**config.mk**
```make
export PLATFORM = sky130hd
export DESIGN_NAME = cache_repl_policy
export DESIGN_NICKNAME = d
export VERILOG_FILES = /design/src/rtl/cache_repl_policy.sv
export SDC_FILE = /design/constraint.sdc
export NUM_CORES = 1
export LEC_CHECK = 0
export CAP_MARGIN = 20
export CORE_MARGIN = 4
export CORE_UTILIZATION = 63
export CTS_BUF_LIST = sky130_fd_sc_hd__clkbuf_4 sky130_fd_sc_hd__clkbuf_8
export DETAILED_ROUTE_END_ITERATION = 6
export PLACE_DENSITY = 0.87
export REMOVE_ABC_BUFFERS = 1
export SKIP_CTS_REPAIR_TIMING = 1
export SYNTH_ARGS = -nofsm -noshare
export SYNTH_HDL_FRONTEND = slang
export SYNTH_SLANG_ARGS = --single-unit
```
**constraint.sdc**
```tcl
create_clock -name clk -period 4.2 [get_ports clk]
set_input_delay 0.84 -clock clk [delete_from_list [all_inputs] [get_ports clk]]
set_output_delay 0.84 -clock clk [all_outputs]
set_load 0.01 [all_outputs]
```
**src/rtl/cache_repl_policy.sv**
```systemverilog
// Per-set replacement-state engine: true LRU, tree PLRU or FIFO victim selection,
// invalid-way preference, and a one-set-per-cycle flush walk.
module cache_repl_policy #(
  parameter int WAYS       = 4,
  parameter int TOTAL_SIZE = 16,
  parameter int POLICY     = 0
) (
  input  logic                                clk,
  input  logic                                rst,
  input  logic                                re,
  input  logic                                we,
  input  logic                                fill,
  input  logic [$clog2(WAYS)-1:0]             way,
  input  logic [$clog2(TOTAL_SIZE/WAYS)-1:0]  index,
  input  logic [WAYS-1:0]                     valid_mask,
  input  logic                                flush,
  output logic [$clog2(WAYS)-1:0]             replace_way,
  output logic                                busy
);

  localparam int SETS = TOTAL_SIZE / WAYS;
  localparam int WL   = $clog2(WAYS);
  localparam int SL   = $clog2(SETS);

  if (WAYS < 2 || (WAYS & (WAYS - 1)) != 0) begin : g_bad_ways
    $error("cache_repl_policy: WAYS must be a power of two >= 2");
  end
  if (SETS < 2 || (SETS & (SETS - 1)) != 0) begin : g_bad_sets
    $error("cache_repl_policy: TOTAL_SIZE/WAYS must be a power of two >= 2");
  end

  typedef enum logic [0:0] {IDLE, WALK} state_t;

  state_t          state_q, state_d;
  logic [SL-1:0]   cnt_q, cnt_d;
  logic            access;
  logic            has_inv;
  logic [WL-1:0]   inv_way;
  logic [WL-1:0]   pol_victim;

  always_ff @(posedge clk) begin
    if (rst) begin
      state_q <= IDLE;
      cnt_q   <= '0;
    end else begin
      state_q <= state_d;
      cnt_q   <= cnt_d;
    end
  end

  always_comb begin
    state_d = state_q;
    cnt_d   = cnt_q;
    case (state_q)
      IDLE: begin
        if (flush) begin
          state_d = WALK;
          cnt_d   = '0;
        end
      end
      WALK: begin
        cnt_d = cnt_q + SL'(1);
        if (cnt_q == SL'(SETS - 1)) state_d = IDLE;
      end
      default: state_d = IDLE;
    endcase
  end

  assign busy   = (state_q == WALK);
  // A flush in the same cycle as an access wins; the access is dropped.
  assign access = (re | we | fill) & ~busy & ~flush;

  always_comb begin
    has_inv = 1'b0;
    inv_way = '0;
    for (int i = WAYS - 1; i >= 0; i--) begin
      if (!valid_mask[i]) begin
        has_inv = 1'b1;
        inv_way = WL'(i);
      end
    end
  end

  assign replace_way = busy ? '0 : (has_inv ? inv_way : pol_victim);

  if (POLICY == 0) begin : g_lru
    // slots[s][0] is the LRU way, slots[s][WAYS-1] the MRU way.
    logic [WL-1:0] slots [SETS][WAYS];
    logic [WL-1:0] nxt [WAYS];

    always_comb begin
      int k;
      k = 0;
      for (int i = 0; i < WAYS; i++) begin
        if (slots[index][i] == way) k = i;
      end
      for (int i = 0; i < WAYS - 1; i++) begin
        nxt[i] = (i < k) ? slots[index][i] : slots[index][i+1];
      end
      nxt[WAYS-1] = way;
    end

    always_ff @(posedge clk) begin
      if (rst) begin
        for (int s = 0; s < SETS; s++)
          for (int i = 0; i < WAYS; i++) slots[s][i] <= WL'(i);
      end else if (busy) begin
        for (int i = 0; i < WAYS; i++) slots[cnt_q][i] <= WL'(i);
      end else if (access) begin
        for (int i = 0; i < WAYS; i++) slots[index][i] <= nxt[i];
      end
    end

    assign pol_victim = slots[index][0];
  end else if (POLICY == 1) begin : g_plru
    logic [WAYS-2:0] tree [SETS];
    logic [WAYS-2:0] tnxt;

    // Level l, position p lies on way's path when way's top l bits equal p.
    always_comb begin
      tnxt = tree[index];
      for (int l = 0; l < WL; l++) begin
        for (int p = 0; p < (1 << l); p++) begin
          if ((int'(way) >> (WL - l)) == p) tnxt[(1 << l) - 1 + p] = ~way[WL-1-l];
        end
      end
    end

    always_comb begin
      int v;
      v = 0;
      for (int l = 0; l < WL; l++) begin
        v = 2 * v + (tree[index][(1 << l) - 1 + v] ? 1 : 0);
      end
      pol_victim = WL'(v);
    end

    always_ff @(posedge clk) begin
      if (rst) begin
        for (int s = 0; s < SETS; s++) tree[s] <= '0;
      end else if (busy) begin
        tree[cnt_q] <= '0;
      end else if (access) begin
        tree[index] <= tnxt;
      end
    end
  end else if (POLICY == 2) begin : g_fifo
    logic [WL-1:0] ptr [SETS];

    always_ff @(posedge clk) begin
      if (rst) begin
        for (int s = 0; s < SETS; s++) ptr[s] <= '0;
      end else if (busy) begin
        ptr[cnt_q] <= '0;
      end else if (access && fill) begin
        ptr[index] <= ptr[index] + WL'(1);
      end
    end

    assign pol_victim = ptr[index];
  end else begin : g_bad_policy
    $error("cache_repl_policy: POLICY must be 0, 1 or 2");
    assign pol_victim = '0;
  end

endmodule

```
# Word level (Yosys, flattened, before mapping)
# Memories as Yosys holds them, arrays and structs flattened.
# Index checks and enable logic that the tools add are counted.
dict set report word_totals {
  latchBits 0
  in_bits 14
  mem_count 1
  mem_bits_rw 32
  rom_bits 0
  elab_cells 56
  regBits 3
  output_inout_bits 3
}
dict set report classes {
  muxes 36
  n_shift 0
  n_reduce_logical 2
  div_mod_pow 0
  n_lt_le_gt_ge 3
  eq_ne 5
  multipliers 0
  addsub 1
  bitwise_logic 6
}
# memory depth word_bits read_ports rd_clocked_by_memory_dff wr line_no
set memory_table {}
lappend memory_table {g_lru.slots 4 8 1 0 4 88} ;# logic [WL-1:0] slots [SETS][WAYS];
# operator count
set op_table {}
lappend op_table {{32-bit two-way mux} 2}
lappend op_table {{1-bit by 32-bit less-than comparator with 1-bit output (first input constant)} 1}
lappend op_table {{2-bit by 32-bit less-than comparator with 1-bit output (first input constant)} 1}
lappend op_table {{3-bit by 32-bit less-than comparator with 1-bit output (first input constant)} 1}
lappend op_table {{2-bit two-way mux} 12}
lappend op_table {{1-bit two-way mux} 18}
lappend op_table {{8-bit two-way mux} 2}
lappend op_table {{8-bit OR reduction} 2}
lappend op_table {{2-bit equality test} 3}
lappend op_table {{2-bit case mux with 2 select lines} 1}
lappend op_table {{2-bit by 1-bit adder with 2-bit output (second input constant)} 1}
lappend op_table {{1-bit bitwise AND} 2}
lappend op_table {{2-bit equality test (second input constant)} 1}
lappend op_table {{2-bit != test (second input constant)} 1}
lappend op_table {{1-bit inverter} 2}
lappend op_table {{1-bit OR} 2}
lappend op_table {{1-bit case mux with 2 select lines} 1}

# Logic depth before layout (Yosys ltp)
dict set report logic_depth {
  ltp_word 10
  depth_mapped 7
  depth_no_buf 5
}

# Worst setup path after synthesis
# Ideal clock, no wire load.
dict set report synth_path {
  kind {input port to flip-flop}
  from {in index[0]}
  to {mem g_lru.slots[0][6] in the netlist's numbering, data pin}
  path_stages 6
  t_arrival_ns 2.554
  n_path_buf 1
  setup_ns 0.263
  required_time_ns 3.937
  setup_slack_ns 1.383
  cell_sequence {buf_6 -> mux4_1 -> xnor2_2 -> a222oi_1 -> mux2i_1 -> nor2_1}
}
# element line_no
set synth_rtl {}
lappend synth_rtl {{start, declared} 14} ;# input logic [$clog2(TOTAL_SIZE/WAYS)-1:0] index,
lappend synth_rtl {{end, declared} 88}

# Worst setup path after layout
dict set report layout_path {
  from {in index[0]}
  to {out replace_way[0]}
}
dict set report layout_via {
  elab_chain_cells 3
}
# element line_no
set layout_lines {}
lappend layout_lines {{memory 4 x 8 bit} -}
lappend layout_lines {{2-bit two-way mux (2 in a row)} 84} ;# assign replace_way = busy ? '0 : (has_inv ? inv_way : pol_victim);
lappend layout_lines {{end, declared} 17} ;# output logic [$clog2(WAYS)-1:0] replace_way,
# No other way between the ends.

==> impl_metrics.yaml <==
sta:
  worstMarginPinSlew_ns: 0.592
  setup_viol: 0
  finalHoldViolCount: 0
  maxSlewHeadroom_pct: 60.1
  rsz0062_at_grt: "false"
  setup_tns_ns: 0
  drv_slew: 0
  period_needed_ns: 3.66
  max_freq_mhz: 273
  fin_ws_ns: 0.543
  post-route-period-util_pct: 87.1
  clock_skew_ns: 0.00414
placed_design:
  dp_hpwl_um: 2820
  pre_cts_ws_ns: 0.372
  placed_cells: 194
  gp_congestion: 0.962
  portBuffers: 16
power_and_ir_drop:
  pwr-share-clk_pct: 29.9
  switching_share_pct: 23.9
  leakage_nw: 0.691
  ir_drop_uv: 292
  finalPower_mw: 0.711
  power_density_mw_per_mm2: 348
  p_int_mw: 0.541
  comb_power_share_pct: 13.9
  p_switching_mw: 0.170
  pwr-share-seq_pct: 56.2
clock_tree:
  cts_root_buf: "clkbuf_4"
  cts_tree: "done"
  cts_buffers: 5
  cts_buffer_depth: 2
  insertion_delay_ns: 0.34
  cts_num_sinks: 35
  cts_max_level: 2
  cts.clk_slew.worst_paths_ns: 0.10
global_routing:
  grt_pass1_wl_um: 6000
  grt_pass1_vias: 1220
  grt.total_usage_pct: 23.3
  overflow: 0
  grt_max_degree: 16
  antenna_found_initial: 0
synthesis:
  synthTopCellsByArea: "edfxtp_1, mux4_2, nor2_1"
  synth_cell_types: 32
  synth-seq-cells: 35
  avgSynthCellArea_um2: 11.9
  yosysTopAreaCellShare_pct: 53.1
  synth_area_leader_cell: "edfxtp_1"
  ys_seq_area_share_pct: 56.5
  syn_area_mm2: 0.00181
  synth_warnings: 0
  postSynthCellCount: 152
drt:
  drtIter0Drc: 150
  viasPerCell: 6.23
  drt_wl_total_um: 3780
  drc_errors: 0
  firstDrtPassIters: 4
  wl_per_cell_um: 18.7
  vias: 1258
  ant_nets: 0
die:
  core_area_mm2: 0.00276
  start_util_pct: 65.6
  fp.dieW_um: 61.6
  die-height_um: 61.6
  ios: 17
  die_area_mm2: 0.00379
  rows: 19
min_path:
  min_path_type: "register to register"
  hold-path-endpoint: "cnt_q[0]"
  worst_hold_path.num_cells: 2
  hold_path_startpoint: "cnt_q[0]"
finish:
  layout.nets: 185
  nFillCells: 194
  fin_cells: 202
  diodes: 0
  drive_above_1_share_pct: 10.5
  final_common_cell: "edfxtp_1"
  area_growth_pct: 13.1
  layout_common_cells: "edfxtp_1, nor2_1, nand2_1"
setup_path:
  crit_type: "primary input to output pin"
  reg2reg_depth: 5
  crit_arrival_ns: 2.82
  cp_max_fo: 5
  slowest_delay_ns: 0.64
  cpMostUsedCell: "clkdlybuf4s50_1"
  required_ns: 3.36
  critPathSlowestCell: "clkdlybuf4s50_1"
  critPathBufInv: 2
  r2r-start: "g_lru.slots[2][1]"
  r2r_setup_slack_ns: 1.77
  rr_endpoint: "g_lru.slots[3][6]"
  cp-start-kind: "primary input"
  crit_family: "buffers and inverters"
  cp_cell_sequence: "clkdlybuf4s50_1, mux4_2, o21ai_0, a21oi_1, clkdlybuf4s50_1"
  crit_cells: 5
  endpoint_kind: "output pin"
status:
  outcome: "complete, no violations"
run:
  drv_cap: 0
cell usage after synthesis (all sizes together):
cell	count
a21oi	6
nor2	24
and3	1
mux4	8
clkbuf	3
buf	4
nor2b	5
mux2i	5
a222oi	1
o21ai	4
a31oi	2
o31ai	2
edfxtp	32
inv	4
nor3	3
nand2b	3
or3	1
a211oi	1
and2	1
o31a	1
nand2	21
xnor2	6
a22oi	1
dfxtp	3
nand3	6
ha	1
nor3b	3
kinds of logic after synthesis:
| family | synth area share, % |
|---|---|
| compound gates | 6.16 |
| simple gates | 16.9 |
| mux | 12.9 |
| buf+inv | 3.53 |
| flops | 56.5 |
| fa+ha+maj | 0.692 |
| xor+xnor | 3.32 |
sequential cells by signal, indices dropped and copies added, names as in the netlist:
name / cells
cnt_q: 2
g_lru.slots: 32
busy: 1
power by group through the flow:
| stage | Combinational (mW) | Clock (mW) | Sequential, mW |
|---|---|---|---|
| final | 0.0988 | 0.213 | 0.400 |
| after global routing | 0.107 | 0.231 | 0.401 |
| after CTS | 0.0983 | 0.214 | 0.400 |
| after detailed placement | 0.0977 | 0 | 0.408 |
| after global placement | 0.0942 | 0 | 0.406 |
| after floorplan | 0.0563 | 0 | 0.405 |
worst max-delay path by stage:
stage                     startpoint                 to
after floorplan             index[0]  g_lru.slots[0][6]
after global routing        index[0]     replace_way[0]
after global placement      index[0]  g_lru.slots[3][6]
after detailed placement    index[0]  g_lru.slots[1][6]
after CTS                   index[0]     replace_way[0]
final                       index[0]     replace_way[0]
metal layers:
layer	share of wire, %	global-route usage (%)	routed length (um)	vias up
met5	0	0	0	-
met4	2.3	11.8	86	0
met3	8.1	6.71	306	9
met2	50	37.5	1880	60
met1	40	28.6	1500	596
li1	-	-	-	593
worst register-to-register path, cell delays in order, from the launching register on:
cell	delay, ns
edfxtp_1	0.42
mux4_2	0.51
xnor2_1	0.19
a222oi_1	0.57
mux2i_1	0.41
nor2_1	0.08
per-stage QoR:
step                      util, %  instance area (um2)  hold WS (ns)
after detailed placement     71.6                 1970         0.616
after global placement       71.6                 1970         0.581
after CTS                    74.2                 2050         0.632
after floorplan                 -                 1760         0.543
final                        74.2                 2050         0.622
after global routing         74.2                 2050         0.680
layout make-up:
| type | instances | area (um2) | area share [%] |
|---|---|---|---|
| clock buffers | 8 | 72.6 | 3.55 |
| inverters | 4 | 15.0 | 0.734 |
| multi-input cells | 106 | 723 | 35.4 |
| flip-flops and latches | 35 | 1020 | 49.9 |
| well taps | 31 | 38.8 | 1.90 |
| repair buffers | 18 | 175 | 8.56 |
Power figures use the tool's default switching activity.
